==> src/rtl/wbm_arbiter2.sv <==
`default_nettype none
// ============================================================================
// Module   : wbm_arbiter2
// Purpose  : Two-master round-robin Wishbone arbiter with an outstanding
//            request limit and an ack timeout that forcibly ends a tenure.
// Revision : 1.0
// ============================================================================
module wbm_arbiter2 #(
  parameter int TIMEOUT = 64,
  parameter int MAX_OUT = 7
) (
  input  logic        i_clk,
  input  logic        i_rst,
  input  logic        i_m0_cyc,
  input  logic        i_m0_stb,
  input  logic        i_m0_we,
  input  logic [31:0] i_m0_addr,
  input  logic [31:0] i_m0_data,
  output logic        o_m0_ack,
  output logic        o_m0_stall,
  output logic        o_m0_err,
  output logic [31:0] o_m0_data,
  input  logic        i_m1_cyc,
  input  logic        i_m1_stb,
  input  logic        i_m1_we,
  input  logic [31:0] i_m1_addr,
  input  logic [31:0] i_m1_data,
  output logic        o_m1_ack,
  output logic        o_m1_stall,
  output logic        o_m1_err,
  output logic [31:0] o_m1_data,
  output logic        o_s_cyc,
  output logic        o_s_stb,
  output logic        o_s_we,
  output logic [31:0] o_s_addr,
  output logic [31:0] o_s_data,
  input  logic        i_s_ack,
  input  logic        i_s_stall,
  input  logic [31:0] i_s_data
);

  localparam int                 c_tmo_w   = $clog2(TIMEOUT + 1);
  localparam logic [c_tmo_w-1:0] c_tmo_lim = c_tmo_w'(TIMEOUT);
  localparam logic [2:0]         c_max_out = 3'(MAX_OUT);

  typedef enum logic [1:0] {
    IDLE = 2'd0,
    GNT0 = 2'd1,
    GNT1 = 2'd2
  } state_t;

  state_t             r_state;
  state_t             w_next;
  logic               r_last;   // 1 when master 1 was served last
  logic [2:0]         r_out;
  logic [c_tmo_w-1:0] r_tmo;

  logic w_gnt0, w_gnt1, w_gnt, w_full, w_tmo_hit, w_ack_ok, w_acc;

  // Grants are masked by reset so nothing leaks out while reset is held.
  assign w_gnt0    = (r_state == GNT0) && !i_rst;
  assign w_gnt1    = (r_state == GNT1) && !i_rst;
  assign w_gnt     = w_gnt0 || w_gnt1;
  assign w_full    = (r_out == c_max_out);
  assign w_tmo_hit = w_gnt && (r_tmo == c_tmo_lim);
  // An ack with nothing outstanding is stale (aborted tenure) and is dropped.
  assign w_ack_ok  = w_gnt && i_s_ack && (r_out != 3'd0);
  assign w_acc     = o_s_stb && !i_s_stall;

  assign o_m0_data = i_s_data;
  assign o_m1_data = i_s_data;

  always_comb begin
    w_next     = r_state;
    o_s_cyc    = 1'b0;
    o_s_stb    = 1'b0;
    o_s_we     = 1'b0;
    o_s_addr   = '0;
    o_s_data   = '0;
    o_m0_stall = 1'b1;
    o_m1_stall = 1'b1;
    o_m0_ack   = 1'b0;
    o_m1_ack   = 1'b0;
    o_m0_err   = 1'b0;
    o_m1_err   = 1'b0;

    case (r_state)
      IDLE: begin
        if (i_m0_cyc && i_m1_cyc) w_next = r_last ? GNT0 : GNT1;
        else if (i_m0_cyc)        w_next = GNT0;
        else if (i_m1_cyc)        w_next = GNT1;
      end
      GNT0:    if (!i_m0_cyc || w_tmo_hit) w_next = IDLE;
      GNT1:    if (!i_m1_cyc || w_tmo_hit) w_next = IDLE;
      default: w_next = IDLE;
    endcase

    if (w_gnt0) begin
      o_s_cyc    = i_m0_cyc;
      o_s_stb    = i_m0_stb && !w_full;
      o_s_we     = i_m0_we;
      o_s_addr   = i_m0_addr;
      o_s_data   = i_m0_data;
      o_m0_stall = w_full || i_s_stall;
      o_m0_ack   = w_ack_ok;
      o_m0_err   = w_tmo_hit;
    end else if (w_gnt1) begin
      o_s_cyc    = i_m1_cyc;
      o_s_stb    = i_m1_stb && !w_full;
      o_s_we     = i_m1_we;
      o_s_addr   = i_m1_addr;
      o_s_data   = i_m1_data;
      o_m1_stall = w_full || i_s_stall;
      o_m1_ack   = w_ack_ok;
      o_m1_err   = w_tmo_hit;
    end
  end

  always_ff @(posedge i_clk) begin
    if (i_rst) begin
      r_state <= IDLE;
      r_last  <= 1'b1;
      r_out   <= '0;
      r_tmo   <= '0;
    end else begin
      r_state <= w_next;
      if (r_state == IDLE && w_next == GNT0) r_last <= 1'b0;
      if (r_state == IDLE && w_next == GNT1) r_last <= 1'b1;

      if (!w_gnt || (w_next != r_state)) begin
        r_out <= '0;
        r_tmo <= '0;
      end else begin
        if (w_acc && !w_ack_ok)      r_out <= r_out + 3'd1;
        else if (!w_acc && w_ack_ok) r_out <= r_out - 3'd1;

        if (i_s_ack)                          r_tmo <= '0;
        else if (r_out != 3'd0 && !w_tmo_hit) r_tmo <= r_tmo + 1'b1;
      end
    end
  end

endmodule
`default_nettype wire

==> config.mk <==
export PLATFORM = sky130hd
export DESIGN_NAME = wbm_arbiter2
export DESIGN_NICKNAME = d
export VERILOG_FILES = /design/src/rtl/wbm_arbiter2.sv
export SDC_FILE = /design/constraint.sdc
export NUM_CORES = 1
export LEC_CHECK = 0
export ABC_AREA = 0
export CORE_AREA = 2 2 119 121
export DETAILED_ROUTE_END_ITERATION = 7
export DIE_AREA = 0 0 121 123
export GPL_ROUTABILITY_DRIVEN = 0
export GPL_TIMING_DRIVEN = 0
export HOLD_SLACK_MARGIN = 0.12
export MAX_ROUTING_LAYER = met4
export PLACE_DENSITY = 0.67
export SYNTH_ARGS = -nofsm -noshare
export SYNTH_HDL_FRONTEND = slang
export SYNTH_SLANG_ARGS = --single-unit
==> constraint.sdc <==
create_clock -name i_clk -period 6.35 [get_ports i_clk]
set_input_delay 1.27 -clock i_clk [delete_from_list [all_inputs] [get_ports i_clk]]
set_output_delay 1.27 -clock i_clk [all_outputs]
set_load 0.02 [all_outputs]
==> summary.txt, run 1 <==
Outcome: finished, final reports clean
Slew @ Worst Pin: 0.486 ns
Fin crit period: 4.86 ns
P_sw: 0.158 mW
Mapped Nets: 418
Int Power: 0.358 mW
Antenna cell count: 0
Clk Latency, worst-skew pair: 0.24 ns
Req. time, crit path: 5.08 ns
Placed instance area: 4940 um2
First drt pass iteration count: 5
Critical-path top delay cell: clkdlybuf4s50_1
H-tree Lvls: 1
Maximum VDD drop: 92.7 uV
Sequential fraction of the synthesis area: 13.2%
Final nets: 697
Hold_sp: r_last
CP arrival: 3.59 ns
Die Wd: 121 um
CTS buffer count: 3
Setup violators final: 0
Pin count of the biggest net entering global routing: 11
GRT Total Usage: 15.3%
Vias/cell: 4.03
PortBufs: 274
WL final: 12600 um
Row cnt: 43
Yosys synthesis warning count: 0
Distinct cells, synth: 31
Post-synthesis cell count: 244
Vias in the first global route: 2828
# IOs: 307
Reg2reg start: r_state[0]
Final Hold Fails: 0
Core box area: 13600 um2
Synthesized cell area: 1970 um2
Vias: 2829
DP HPWL: 10700 um
Hold WC Path Type: register to register
Max Fclk: 206 MHz
Clk_skew: 0.00432 ns
Die area: 14900 um2
Initial antenna violation count: 0
Pwr per Cell Area: 103 nW/um2
Maxcap violations: 0
Max-slew headroom: 67.5%
Post-DRT Antenna Nets: 0
CP max FO: 10
Hold path cells: 1
Sw frac: 30.6%
DRT iter0 DRCs: 170
Max incr delay on CP: 0.69 ns
Most common cell after layout, fill and taps aside: clkdlybuf4s50_1
Overflow left after global routing: 0
Share of power burned in registers: 16.4%
Finished Cell Area: 5020 um2
Starting Density: 14.5%
CTS tree: done
Startpoint Class: input pin
#FFs+latches synth: 13
CTS sink count: 13
Combinational fraction of design power: 60.5%
Pins Over Slew Limit: 0
Sum of buffers and inverters on the critical path: 5
Tot Pwr: 0.515 mW
Reg clk slew, reported paths: 0.05 ns
CP Cell Sequence: clkdlybuf4s50_1 -> nor2_1 -> and2_1 -> clkbuf_1 -> buf_6 -> buf_6 -> a22o_1 -> clkdlybuf4s50_1
Fraction of layout cells with a size suffix above 1: 16.7%
First-pass GRT wire length: 17100 um
Hold endpoint: r_last
Critical path capture point type: primary output
WS Path Type: input pin to primary output
CP top delay family: buffers and inverters
Clock buffer depth: 2
Most frequent cells in the layout: clkdlybuf4s50_1, buf_4, a22o_1, nor2_1, dfxtp_1
Reg2Reg Depth: 13
Drc violations: 0
Syn_area_per_cell: 8.08 um2
RSZ-0062 raised after global routing: false
Leakage Power: 1.99 nW
Post-CTS Hold Buffers: 0
Clock group share of total power: 23.1%
Die height: 123 um
Reg2reg setup slack: 3.85 ns
Final TNS setup: 0 ns
Clk root buf: clkbuf_16
Layout area overhead: 155%
Post-CTS sizing: 0
Final worst-path cycle share: 76.6%
Number of setup buffers added after CTS: 0
Wire per inst: 18.0 um
FF-to-FF End: r_out[2]
layout make-up:
class,instances,area [um2]
fillers,1377,8590
repair buffers,274,2740
multi-input cells,144,1070
plain buffers,83,627
flip-flops and latches,13,260
well taps,180,225
clock buffers,4,78.8
inverters,4,15.0
synth_stat cells:
master,number,area [um2]
ha_1,3,37.5
nand3b_1,3,22.5
a211o_1,1,8.76
xnor2_1,2,17.5
a22o_1,65,569
xor2_1,6,52.6
nor4b_2,1,15.0
clkbuf_1,1,3.75
nand2_1,10,37.5
a21oi_1,8,40.0
mux2i_1,1,10.0
nor2b_1,1,6.26
inv_1,4,15.0
nand4_1,4,25.0
o21ai_1,3,15.0
nor2_1,16,60.1
and2_1,2,12.5
fa_1,1,20.0
nand2b_1,1,6.26
nor4_4,1,21.3
or3_1,3,18.8
buf_4,70,526
nor3_1,3,15.0
nand3_1,3,15.0
a22oi_1,1,7.51
a31oi_1,2,12.5
buf_2,6,30.0
and3_1,2,12.5
or4b_1,1,10.0
dfxtp_1,13,260
buf_6,6,67.6
registers in the layout, indices dropped and copies added, names as in the netlist:
name and flops:
r_out 3, r_state 2, r_tmo 7, r_last 1
kinds of logic (layout without fill, tap and decap cells):
kind of cell               after synthesis  count (layout)  share of synthesized area, %
buffers and inverters                   87             365                          32.6
and+or+nand+nor                         51              51                          14.1
DFF                                     13              13                          13.2
xor gates and xnor gates                 8               8                          3.56
adders and majority gates                4               4                          2.92
muxes                                    1               1                         0.508
AOI/OAI and AO/OA                       80              80                          33.1
routing by layer:
| metal | track usage, % | part of all wire, % | vias up |
|---|---|---|---|
| li1 | - | - | 1385 |
| met1 | 20.9 | 45 | 1302 |
| met2 | 23.8 | 46 | 138 |
| met3 | 3.78 | 8.3 | 4 |
| met4 | 1.38 | 0.45 | 0 |
| met5 | - | 0 | - |
worst register-to-register path: stages (launching register included):
cell and delay [ns]:
dfxtp_1 0.29, buf_4 0.15, nor2_1 0.15, and2_1 0.14, clkbuf_1 0.22, a22oi_1 0.20
nor2b_1 0.16, ha_1 0.19, inv_1 0.06, fa_1 0.37, xor2_1 0.15, nor2_1 0.11
xnor2_1 0.13, nor2_1 0.05
through the flow:
| step | util, % | std cells | setup slack (ns) | hold WS (ns) |
|---|---|---|---|---|
| after floorplan | - | 244 | 2.93 | 0.483 |
| after global placement | 36.3 | 698 | 1.46 | 0.495 |
| after detailed placement | 36.3 | 698 | 1.47 | 0.513 |
| after CTS | 36.9 | 702 | 1.45 | 0.524 |
| after global routing | 36.9 | 702 | 1.32 | 0.554 |
| final | 36.9 | 702 | 1.49 | 0.519 |
power groups by stage:
stage / Combinational [mW] / Sequential [mW] / Clock, mW
detailed placement: 0.311 / 0.0859 / 0
global route: 0.328 / 0.0845 / 0.124
finish: 0.312 / 0.0844 / 0.119
global placement: 0.311 / 0.0858 / 0
floorplan: 0.129 / 0.0857 / 0
CTS: 0.314 / 0.0844 / 0.120
how the worst max path moves through the flow:
stage / startpoint / endpoint / cells after the start
2_1_floorplan: i_rst / o_s_addr[0] / 6
3_3_place_gp: i_rst / o_s_data[28] / 8
3_5_place_dp: i_rst / o_s_data[30] / 8
4_1_cts: i_rst / o_s_data[28] / 8
5_1_grt: i_rst / o_s_data[28] / 8
6_report: i_rst / o_s_data[30] / 8
Note: power is estimated with default switching activity, not from simulation.
==> run 2, diff against run 1 <==
Settings changed: CORE_AREA 2 2 119 121 to 2 2 121 123, DIE_AREA 0 0 121 123 to 0 0 123 125, PLACE_DENSITY 0.67 to 0.66.
Clock period 6.35 ns to 5.06 ns, I/O delays scaled along.
==> summary.txt, run 2 (same netlist as run 1, synthesis figures left out) <==
Outcome: finished, final reports clean
Critical path capture point type: primary output
PortBufs: 274
DRT iter0 DRCs: 134
Starting Density: 13.9%
Startpoint Class: input pin
Pin count of the biggest net entering global routing: 11
Final setup margin: 0.593 ns
CTS sink count: 13
Reg2reg start: r_state[0]
WL final: 12300 um
Overflow left after global routing: 0
Vias/cell: 4.15
Fin crit period: 4.47 ns
Post-CTS Hold Buffers: 0
Row cnt: 44
Post-CTS sizing: 0
Initial antenna violation count: 0
Final core utilization: 35.4%
Die height: 125 um
First drt pass iteration count: 4
Reg clk slew, reported paths: 0.05 ns
Number of setup buffers added after CTS: 0
Largest registers: r_tmo x7, r_out x3, r_state x2
Maxcap violations: 0
Hold_sp: r_last
Met2 usage: 23.1%
Final Hold Fails: 0
Clk root buf: clkbuf_16
Pins Over Slew Limit: 0
GRT Total Usage: 15.1%
Tot Pwr: 0.652 mW
CTS tree: done
Most frequent cells in the layout: clkdlybuf4s50_1, buf_4, a22o_1, nor2_1, dfxtp_1
Clk_skew: 0.00206 ns
Reg2reg setup slack: 2.54 ns
Gr busiest metal: met2
CP arrival: 3.46 ns
Hold WC Path Type: register to register
Clock buffer depth: 2
Clk Latency, worst-skew pair: 0.25 ns
Wire per inst: 17.5 um
Final worst-path cycle share: 88.3%
FF-to-FF End: r_out[2]
Max reg flops: 7
Slew @ Worst Pin: 0.420 ns
Core box area: 14200 um2
RSZ-0062 raised after global routing: false
Reg2Reg Depth: 13
Final nets: 697
Vias: 2930
Post-DRT Antenna Nets: 0
Fraction of layout cells with a size suffix above 1: 16.9%
Largest reg by FF count: r_tmo
Vias in the first global route: 2924
Most common cell after layout, fill and taps aside: clkdlybuf4s50_1
Leakage Power: 1.99 nW
CTS buffer count: 3
Grt met3 use: 6.57%
H-tree Lvls: 1
Hold endpoint: r_last
Layout area overhead: 155%
CP max FO: 10
# IOs: 307
Critical Path Source: i_rst
Pwr per Cell Area: 130 nW/um2
Req. time, crit path: 4.05 ns
Max Fclk: 224 MHz
Die area: 15400 um2
DP HPWL: 10400 um
Maximum VDD drop: 174 uV
WS Path Type: input pin to primary output
Setup violators final: 0
Final TNS setup: 0 ns
Drc violations: 0
Hold path cells: 1
First-pass GRT wire length: 17000 um
Die Wd: 123 um
Antenna cell count: 0
Max-slew headroom: 71.9%
Placement-stage worst setup slack: 0.589 ns
M1 GR Usage: 18.3%
run 2: power by group:
group	total, mW	leakage, nW	switching [mW]	internal [mW]
combinational	0.393	1.85	0.155	0.238
clock	0.153	0.0409	0.0479	0.105
sequential	0.106	0.105	0.00124	0.105
total	0.652	1.99	0.204	0.448
run 2: final cells by class:
| cell class | instances | area [um2] |
|---|---|---|
| well taps | 184 | 230 |
| repair buffers | 274 | 2740 |
| clock buffers | 3 | 75.1 |
| clock inverters | 1 | 5.00 |
| inverters | 4 | 15.0 |
| plain buffers | 83 | 627 |
| flip-flops and latches | 13 | 260 |
| multi-input cells | 144 | 1070 |
| fillers | 1438 | 9180 |
run 2: critical path, cell delays in order:
cell             delay (ns)
clkdlybuf4s50_1        0.57
nor2_1                 0.18
and2_1                 0.15
clkbuf_1               0.26
buf_6                  0.22
buf_6                  0.15
a22o_1                 0.20
clkdlybuf4s50_1        0.71
run 2: how the worst max path moves through the flow:
| stage | endpoint | slack [ns] | depth (start not counted) |
|---|---|---|---|
| 5_1_grt | o_s_addr[12] | 0.42 | 8 |
| 3_3_place_gp | o_s_addr[16] | 0.60 | 8 |
| 2_1_floorplan | o_s_addr[0] | 2.16 | 6 |
| 4_1_cts | o_s_addr[20] | 0.57 | 8 |
| 6_report | o_s_addr[20] | 0.59 | 8 |
| 3_5_place_dp | o_s_addr[20] | 0.59 | 8 |
run 2: per-stage QoR:
step           instance area [um2]  hold WS (ns)  cells
4_1_cts                       5020         0.525    706
2_1_floorplan                 1970         0.483    244
6_report                      5020         0.527    706
3_5_place_dp                  4940         0.513    702
3_3_place_gp                  4940         0.496    702
5_1_grt                       5020         0.556    706
run 2: metal layers:
| metal | vias to the layer above | part of all wire [%] |
|---|---|---|
| li1 | 1386 | - |
| met2 | 167 | 43 |
| met1 | 1365 | 42 |
| met3 | 12 | 14 |
| met5 | - | 0 |
| met4 | 0 | 1.3 |
